===== config.mk =====
export PLATFORM = sky130hd
export DESIGN_NAME = mdr_driver
export DESIGN_NICKNAME = d
export VERILOG_FILES = /design/src/rtl/pkg_system_mdr.sv /design/src/rtl/mdr_drv_timer.sv /design/src/rtl/mdr_driver.sv
export SDC_FILE = /design/constraint.sdc
export NUM_CORES = 1
export LEC_CHECK = 0
export ABC_AREA = 1
export BUFFER_PORTS_ARGS = -buffer_cell sky130_fd_sc_hd__buf_2
export CORE_MARGIN = 2
export CORE_UTILIZATION = 53
export DETAILED_ROUTE_END_ITERATION = 6
export GPL_TIMING_DRIVEN = 1
export MAX_ROUTING_LAYER = met4
export PLACE_DENSITY = 0.82
export RECOVER_POWER = 100
export SLEW_MARGIN = 20
export SYNTH_ARGS = -nofsm -noshare
export SYNTH_HDL_FRONTEND = slang
export SYNTH_SLANG_ARGS = --single-unit
export TNS_END_PERCENT = 10

===== constraint.sdc =====
create_clock -name clk -period 3.7 [get_ports clk]
set_input_delay 0.555 -clock clk [delete_from_list [all_inputs] [get_ports clk]]
set_output_delay 0.555 -clock clk [all_outputs]
set_load 0.05 [all_outputs]

===== src/rtl/pkg_system_mdr.sv =====
// Shared types for the mdr unit and its host-side driver.
package pkg_system_mdr;

  localparam int DATA_W      = 16;
  localparam int MDR_TIMEOUT = 1024;

  typedef logic [DATA_W-1:0] data_t;
  typedef logic [DATA_W-1:0] data_in_t;

  typedef enum logic [1:0] {
    OP_MUL  = 2'b00,
    OP_DIV  = 2'b01,
    OP_ROOT = 2'b10,
    OP_RSVD = 2'b11
  } op_select_t;

  typedef enum logic [1:0] {
    RSP_OK      = 2'b00,
    RSP_ERR     = 2'b01,
    RSP_TIMEOUT = 2'b10
  } rsp_status_t;

  typedef enum logic [2:0] {
    S_IDLE,
    S_START,
    S_WAIT_X,
    S_SEND_X,
    S_WAIT_Y,
    S_SEND_Y,
    S_WAIT_RES,
    S_RESP
  } drv_state_t;

  function automatic logic is_wait_state(input drv_state_t s);
    return (s == S_WAIT_X) || (s == S_WAIT_Y) || (s == S_WAIT_RES);
  endfunction

endpackage


===== src/rtl/mdr_drv_timer.sv =====
// Wait-state watchdog: counts up from 0 while enabled, flags TIMEOUT-1 and saturates there.
module mdr_drv_timer
  import pkg_system_mdr::*;
#(
  parameter int TIMEOUT = MDR_TIMEOUT
) (
  input  logic clk,
  input  logic rst,
  input  logic clr,
  input  logic en,
  output logic tc
);

  localparam int CW = (TIMEOUT > 2) ? $clog2(TIMEOUT) : 1;

  logic [CW-1:0] count;

  always_ff @(posedge clk) begin
    if (rst || clr) begin
      count <= '0;
    end else if (en && !tc) begin
      count <= count + CW'(1);
    end
  end

  assign tc = (count == CW'(TIMEOUT - 1));

endmodule


===== src/rtl/mdr_driver.sv =====
// Host-side sequencer for the mdr unit: one job in flight, operand handshake, buffered response.
// state      | meaning
// S_IDLE     | ready for a job, latches op/x/y on request
// S_START    | one-cycle start pulse to the unit
// S_WAIT_X   | waiting for load_x
// S_SEND_X   | X on the bus with load pulse
// S_WAIT_Y   | waiting for load_y (unit error aborts)
// S_SEND_Y   | Y on the bus with load pulse (unit error aborts)
// S_WAIT_RES | waiting for ready or error
// S_RESP     | response held until consumer accepts
module mdr_driver
  import pkg_system_mdr::*;
#(
  parameter int DW      = DATA_W,
  parameter int TIMEOUT = MDR_TIMEOUT
) (
  input  logic          clk,
  input  logic          rst,
  input  logic          i_req_valid,
  output logic          o_req_ready,
  input  op_select_t    i_req_op,
  input  logic [DW-1:0] i_req_x,
  input  logic [DW-1:0] i_req_y,
  output logic          o_rsp_valid,
  input  logic          i_rsp_ready,
  output logic [DW-1:0] o_rsp_result,
  output logic [DW-1:0] o_rsp_remainder,
  output rsp_status_t   o_rsp_status,
  output logic          o_mdr_start,
  output logic          o_mdr_load,
  output logic [DW-1:0] o_mdr_data,
  output op_select_t    o_mdr_op,
  input  logic          i_mdr_load_x,
  input  logic          i_mdr_load_y,
  input  logic          i_mdr_ready,
  input  logic          i_mdr_error,
  input  logic [DW-1:0] i_mdr_result,
  input  logic [DW-1:0] i_mdr_remainder
);

  drv_state_t    state, next_state;
  logic [DW-1:0] job_x, job_y;
  logic          tmr_clr, tmr_en, tmr_tc;
  logic          cap_en, cap_data;
  rsp_status_t   cap_status;

  mdr_drv_timer #(.TIMEOUT(TIMEOUT)) u_timer (
    .clk (clk),
    .rst (rst),
    .clr (tmr_clr),
    .en  (tmr_en),
    .tc  (tmr_tc)
  );

  always_comb begin
    next_state = state;
    cap_en     = 1'b0;
    cap_data   = 1'b0;
    cap_status = RSP_OK;
    case (state)
      S_IDLE:   if (i_req_valid) next_state = S_START;
      S_START:  next_state = S_WAIT_X;
      S_WAIT_X: begin
        if (i_mdr_load_x) begin
          next_state = S_SEND_X;
        end else if (tmr_tc) begin
          next_state = S_RESP;
          cap_en     = 1'b1;
          cap_status = RSP_TIMEOUT;
        end
      end
      S_SEND_X: next_state = S_WAIT_Y;
      S_WAIT_Y: begin
        // the unit checks operands at load time, so an error here ends the job
        if (i_mdr_error) begin
          next_state = S_RESP;
          cap_en     = 1'b1;
          cap_status = RSP_ERR;
        end else if (i_mdr_load_y) begin
          next_state = S_SEND_Y;
        end else if (tmr_tc) begin
          next_state = S_RESP;
          cap_en     = 1'b1;
          cap_status = RSP_TIMEOUT;
        end
      end
      S_SEND_Y: begin
        next_state = S_WAIT_RES;
        if (i_mdr_error) begin
          next_state = S_RESP;
          cap_en     = 1'b1;
          cap_status = RSP_ERR;
        end
      end
      S_WAIT_RES: begin
        if (i_mdr_error) begin
          next_state = S_RESP;
          cap_en     = 1'b1;
          cap_status = RSP_ERR;
        end else if (i_mdr_ready) begin
          next_state = S_RESP;
          cap_en     = 1'b1;
          cap_data   = 1'b1;
        end else if (tmr_tc) begin
          next_state = S_RESP;
          cap_en     = 1'b1;
          cap_status = RSP_TIMEOUT;
        end
      end
      S_RESP:   if (i_rsp_ready) next_state = S_IDLE;
      default:  next_state = S_IDLE;
    endcase
    tmr_en  = is_wait_state(state);
    tmr_clr = !tmr_en || (next_state != state);
  end

  // outputs are registered from next_state so they change on the same edge as state
  always_ff @(posedge clk) begin
    if (rst) begin
      state           <= S_IDLE;
      job_x           <= '0;
      job_y           <= '0;
      o_req_ready     <= 1'b1;
      o_rsp_valid     <= 1'b0;
      o_rsp_result    <= '0;
      o_rsp_remainder <= '0;
      o_rsp_status    <= RSP_OK;
      o_mdr_start     <= 1'b0;
      o_mdr_load      <= 1'b0;
      o_mdr_data      <= '0;
      o_mdr_op        <= OP_MUL;
    end else begin
      state <= next_state;
      if (state == S_IDLE && i_req_valid) begin
        job_x <= i_req_x;
        job_y <= i_req_y;
      end
      o_req_ready <= (next_state == S_IDLE);
      o_rsp_valid <= (next_state == S_RESP);
      o_mdr_start <= (next_state == S_START);
      o_mdr_load  <= (next_state == S_SEND_X) || (next_state == S_SEND_Y);
      if (next_state == S_SEND_X) o_mdr_data <= job_x;
      if (next_state == S_SEND_Y) o_mdr_data <= job_y;
      if (next_state == S_START) begin
        o_mdr_op <= i_req_op;
      end else if (next_state == S_IDLE) begin
        o_mdr_op <= OP_MUL;
      end
      if (cap_en) begin
        o_rsp_status    <= cap_status;
        o_rsp_result    <= cap_data ? i_mdr_result    : '0;
        o_rsp_remainder <= cap_data ? i_mdr_remainder : '0;
      end
    end
  end

endmodule


==> impl_metrics.json <==
{
  "status": "complete, no violations",
  "tightest_slew_ns": 1.18,
  "syn_inst": 564,
  "yosys_warnings": 0,
  "syn-num-nets": 639,
  "drc_errors": 0,
  "syn-cell-area_sq_um": 4240,
  "ys_seq_elements": 101,
  "setup_violations": 0,
  "final_util_pct": 63.5,
  "dp.cells": 769,
  "p_per_area_nw_per_um2": 493,
  "maxSlewViolCount": 0,
  "grt_pass1_vias": 3799,
  "cp_max_fo": 20,
  "maxCapViolCount": 0,
  "grt_max_degree": 72,
  "p_total_mw": 2.42,
  "r2r_setup_slack_ns": 1.07,
  "antenna_cells": 0,
  "cts_max_path_buffers": 2,
  "antenna_found_initial": 0,
  "routed_wl_microns": 10100,
  "wl_per_cell_microns": 12.9,
  "dieArea_sq_um": 8720,
  "leakage_nw": 1.93,
  "n_fill_cell": 729,
  "clkTransAtPathRegs_ns": 0.09,
  "place_ws_ns": 1.35,
  "io_buffers": 129,
  "grt_overflow": 0,
  "layout_common_cells": "191 x nand2_1, 101 x dfxtp_1, 73 x buf_2",
  "vdd_drop_max_mv": 0.283,
  "hold_viol_final": 0,
  "finalCritPeriodShare_pct": 71.0,
  "antenna_left": 0,
  "drtIter0Drc": 152,
  "yosysSeqAreaShare_pct": 47.7,
  "timing.rr.end": "u_timer.count[7]",
  "setup_slack_ns": 1.07,
  "num_io_pins": 130,
  "clock_latency_ns": 0.36,
  "row_count": 32,
  "yosysTopAreaCellShare_pct": 47.7,
  "slew_headroom_pct": 20.7,
  "finalClockSkew_ns": 0.0168,
  "worst_hold_path_type": "input pin to flip-flop",
  "crit_path_end_kind": "flip-flop",
  "crit_arrival_ns": 2.84,
  "fmax_ghz": 0.380,
  "vias_per_cell": 5.11,
  "cp.required_ns": 3.91,
  "stdcell_area_sq_um": 4910,
  "layout_commonest_cell": "nand2_1",
  "syn_avg_cell_area_sq_um": 7.51,
  "final_cells": 785,
  "post-route-min-period_ns": 2.63,
  "num_vias": 4010,
  "cts_hold_buf": 0,
  "cts_root_buf": "clkbuf_8",
  "ctsResizeCount": 0,
  "die_w_microns": 93.4,
  "synth_area_leaders": "dfxtp_1 48%, nand2_1 17%, a21oi_1 8.3%",
  "fin_nets": 753,
  "grt_use_total_pct": 24.3,
  "cts_setup_buffers": 0,
  "holdWs_ns": 0.407,
  "placed_area_sq_um": 4870,
  "htree_levels": 3,
  "drt-pass1-iter-count": 4,
  "endpoint": "u_timer.count[7]",
  "cp-startpoint": "u_timer.count[0]",
  "drive_above_1_share_pct": 16.3,
  "yosys.cell_types.count": 35,
  "initial_core_util_pct": 54.8,
  "synthToLayoutAreaGrowth_pct": 15.8,
  "die_h_microns": 93.4,
  "tns_ns": 0,
  "yosysTopAreaCell": "dfxtp_1",
  "grt_pass1_wl_microns": 16800,
  "rsz0062_at_grt": "false",
  "core-area_sq_um": 7730,
  "rr_startpoint": "u_timer.count[0]",
  "dp_hpwl_microns": 7230,
  "reg2reg_depth": 12,
  "cts-buffers-inserted": 9,
  "cts.sinks": 101,
  "place_congestion": 0.949,
  "cts_tree": "done",
  "path_class": "flip-flop to flip-flop",
  "crit_path_start_kind": "flip-flop"
}
==> final cells by class <==
| type | count | area [sq um] | share of cell area, % |
|---|---|---|---|
| multi-input combinational | 405 | 1880 | 38.2 |
| inverter | 29 | 109 | 2.22 |
| tap | 102 | 128 | 2.60 |
| sequential | 101 | 2020 | 41.2 |
| clock inverter | 6 | 46.3 | 0.943 |
| clock buffer | 10 | 128 | 2.60 |
| timing repair buffer | 132 | 598 | 12.2 |
==> synth_stat cells, drive strengths merged <==
cell,count
nand2,195
dfxtp,101
a21oi,71
nor2,63
nand3,47
inv,27
clkbuf,18
buf,11
o21ai,9
nor3,5
xor2,4
xnor2,3
clkinv,2
o211ai,2
and2,1
ha,1
mux2,1
nand3b,1
nand4,1
nor4,1
==> worst max-delay path, stage by stage (launching register included) <==
cell and delay [ns]:
dfxtp_1 0.38, ha_1 0.20, nand3_1 0.08, nor2_1 0.10
nand2_1 0.16, nand3_1 0.11, nand2_1 0.05, nand2_1 0.06
inv_1 0.06, nand3_4 0.22, nor2_1 0.06, o21ai_0 0.91
nor2_1 0.10
==> state kept, by name, summed over array words and instances, names as in the netlist <==
| name | cells |
|---|---|
| job_x | 16 |
| u_timer.count | 10 |
| job_y | 16 |
| o_mdr_load | 1 |
| o_rsp_status | 2 |
| o_rsp_remainder | 16 |
| o_rsp_valid | 1 |
| o_req_ready | 1 |
| o_mdr_op | 2 |
| state | 3 |
| o_mdr_start | 1 |
| o_mdr_data | 16 |
| o_rsp_result | 16 |
==> routing by layer <==
layer | track usage, % | vias up | share of wire (%)
li1 | - | 2024 | -
met4 | 8.70 | 0 | 2.3
met3 | 6.69 | 25 | 8.8
met1 | 29.9 | 1796 | 44
met2 | 38.5 | 165 | 45
met5 | - | - | 0
==> cells by family (layout without fill, tap and decap cells) <==
| family | count (synthesis) | after routing | share of synthesized area [%] |
|---|---|---|---|
| AND/OR/NAND/NOR | 314 | 314 | 33.8 |
| flip-flops | 101 | 101 | 47.7 |
| AO/OA/AOI/OAI | 82 | 82 | 9.98 |
| buffers and inverters | 58 | 177 | 6.50 |
| XOR/XNOR | 7 | 7 | 1.45 |
| adder cells (fa/ha/maj) | 1 | 1 | 0.295 |
| multiplexers | 1 | 1 | 0.266 |
==> how the worst min path moves through the flow <==
stage / start / endpoint / slack, ns / depth (start not counted)
3_5_place_dp: o_mdr_op[0] / o_mdr_op[0] / 0.45 / 2
4_1_cts: i_req_op[1] / o_mdr_op[1] / 0.41 / 3
3_3_place_gp: o_mdr_op[0] / o_mdr_op[0] / 0.44 / 2
6_report: i_req_op[1] / o_mdr_op[1] / 0.41 / 3
5_1_grt: i_req_op[1] / o_mdr_op[1] / 0.41 / 3
2_1_floorplan: job_x[0] / job_x[0] / 0.45 / 2
==> power by group <==
part	switching, mW	leakage, nW	internal [mW]
sequential	0.0516	0.821	1.17
clock	0.380	0.0886	0.251
combinational	0.422	1.02	0.143
No activity file was read; power rests on OpenSTA's default activity.
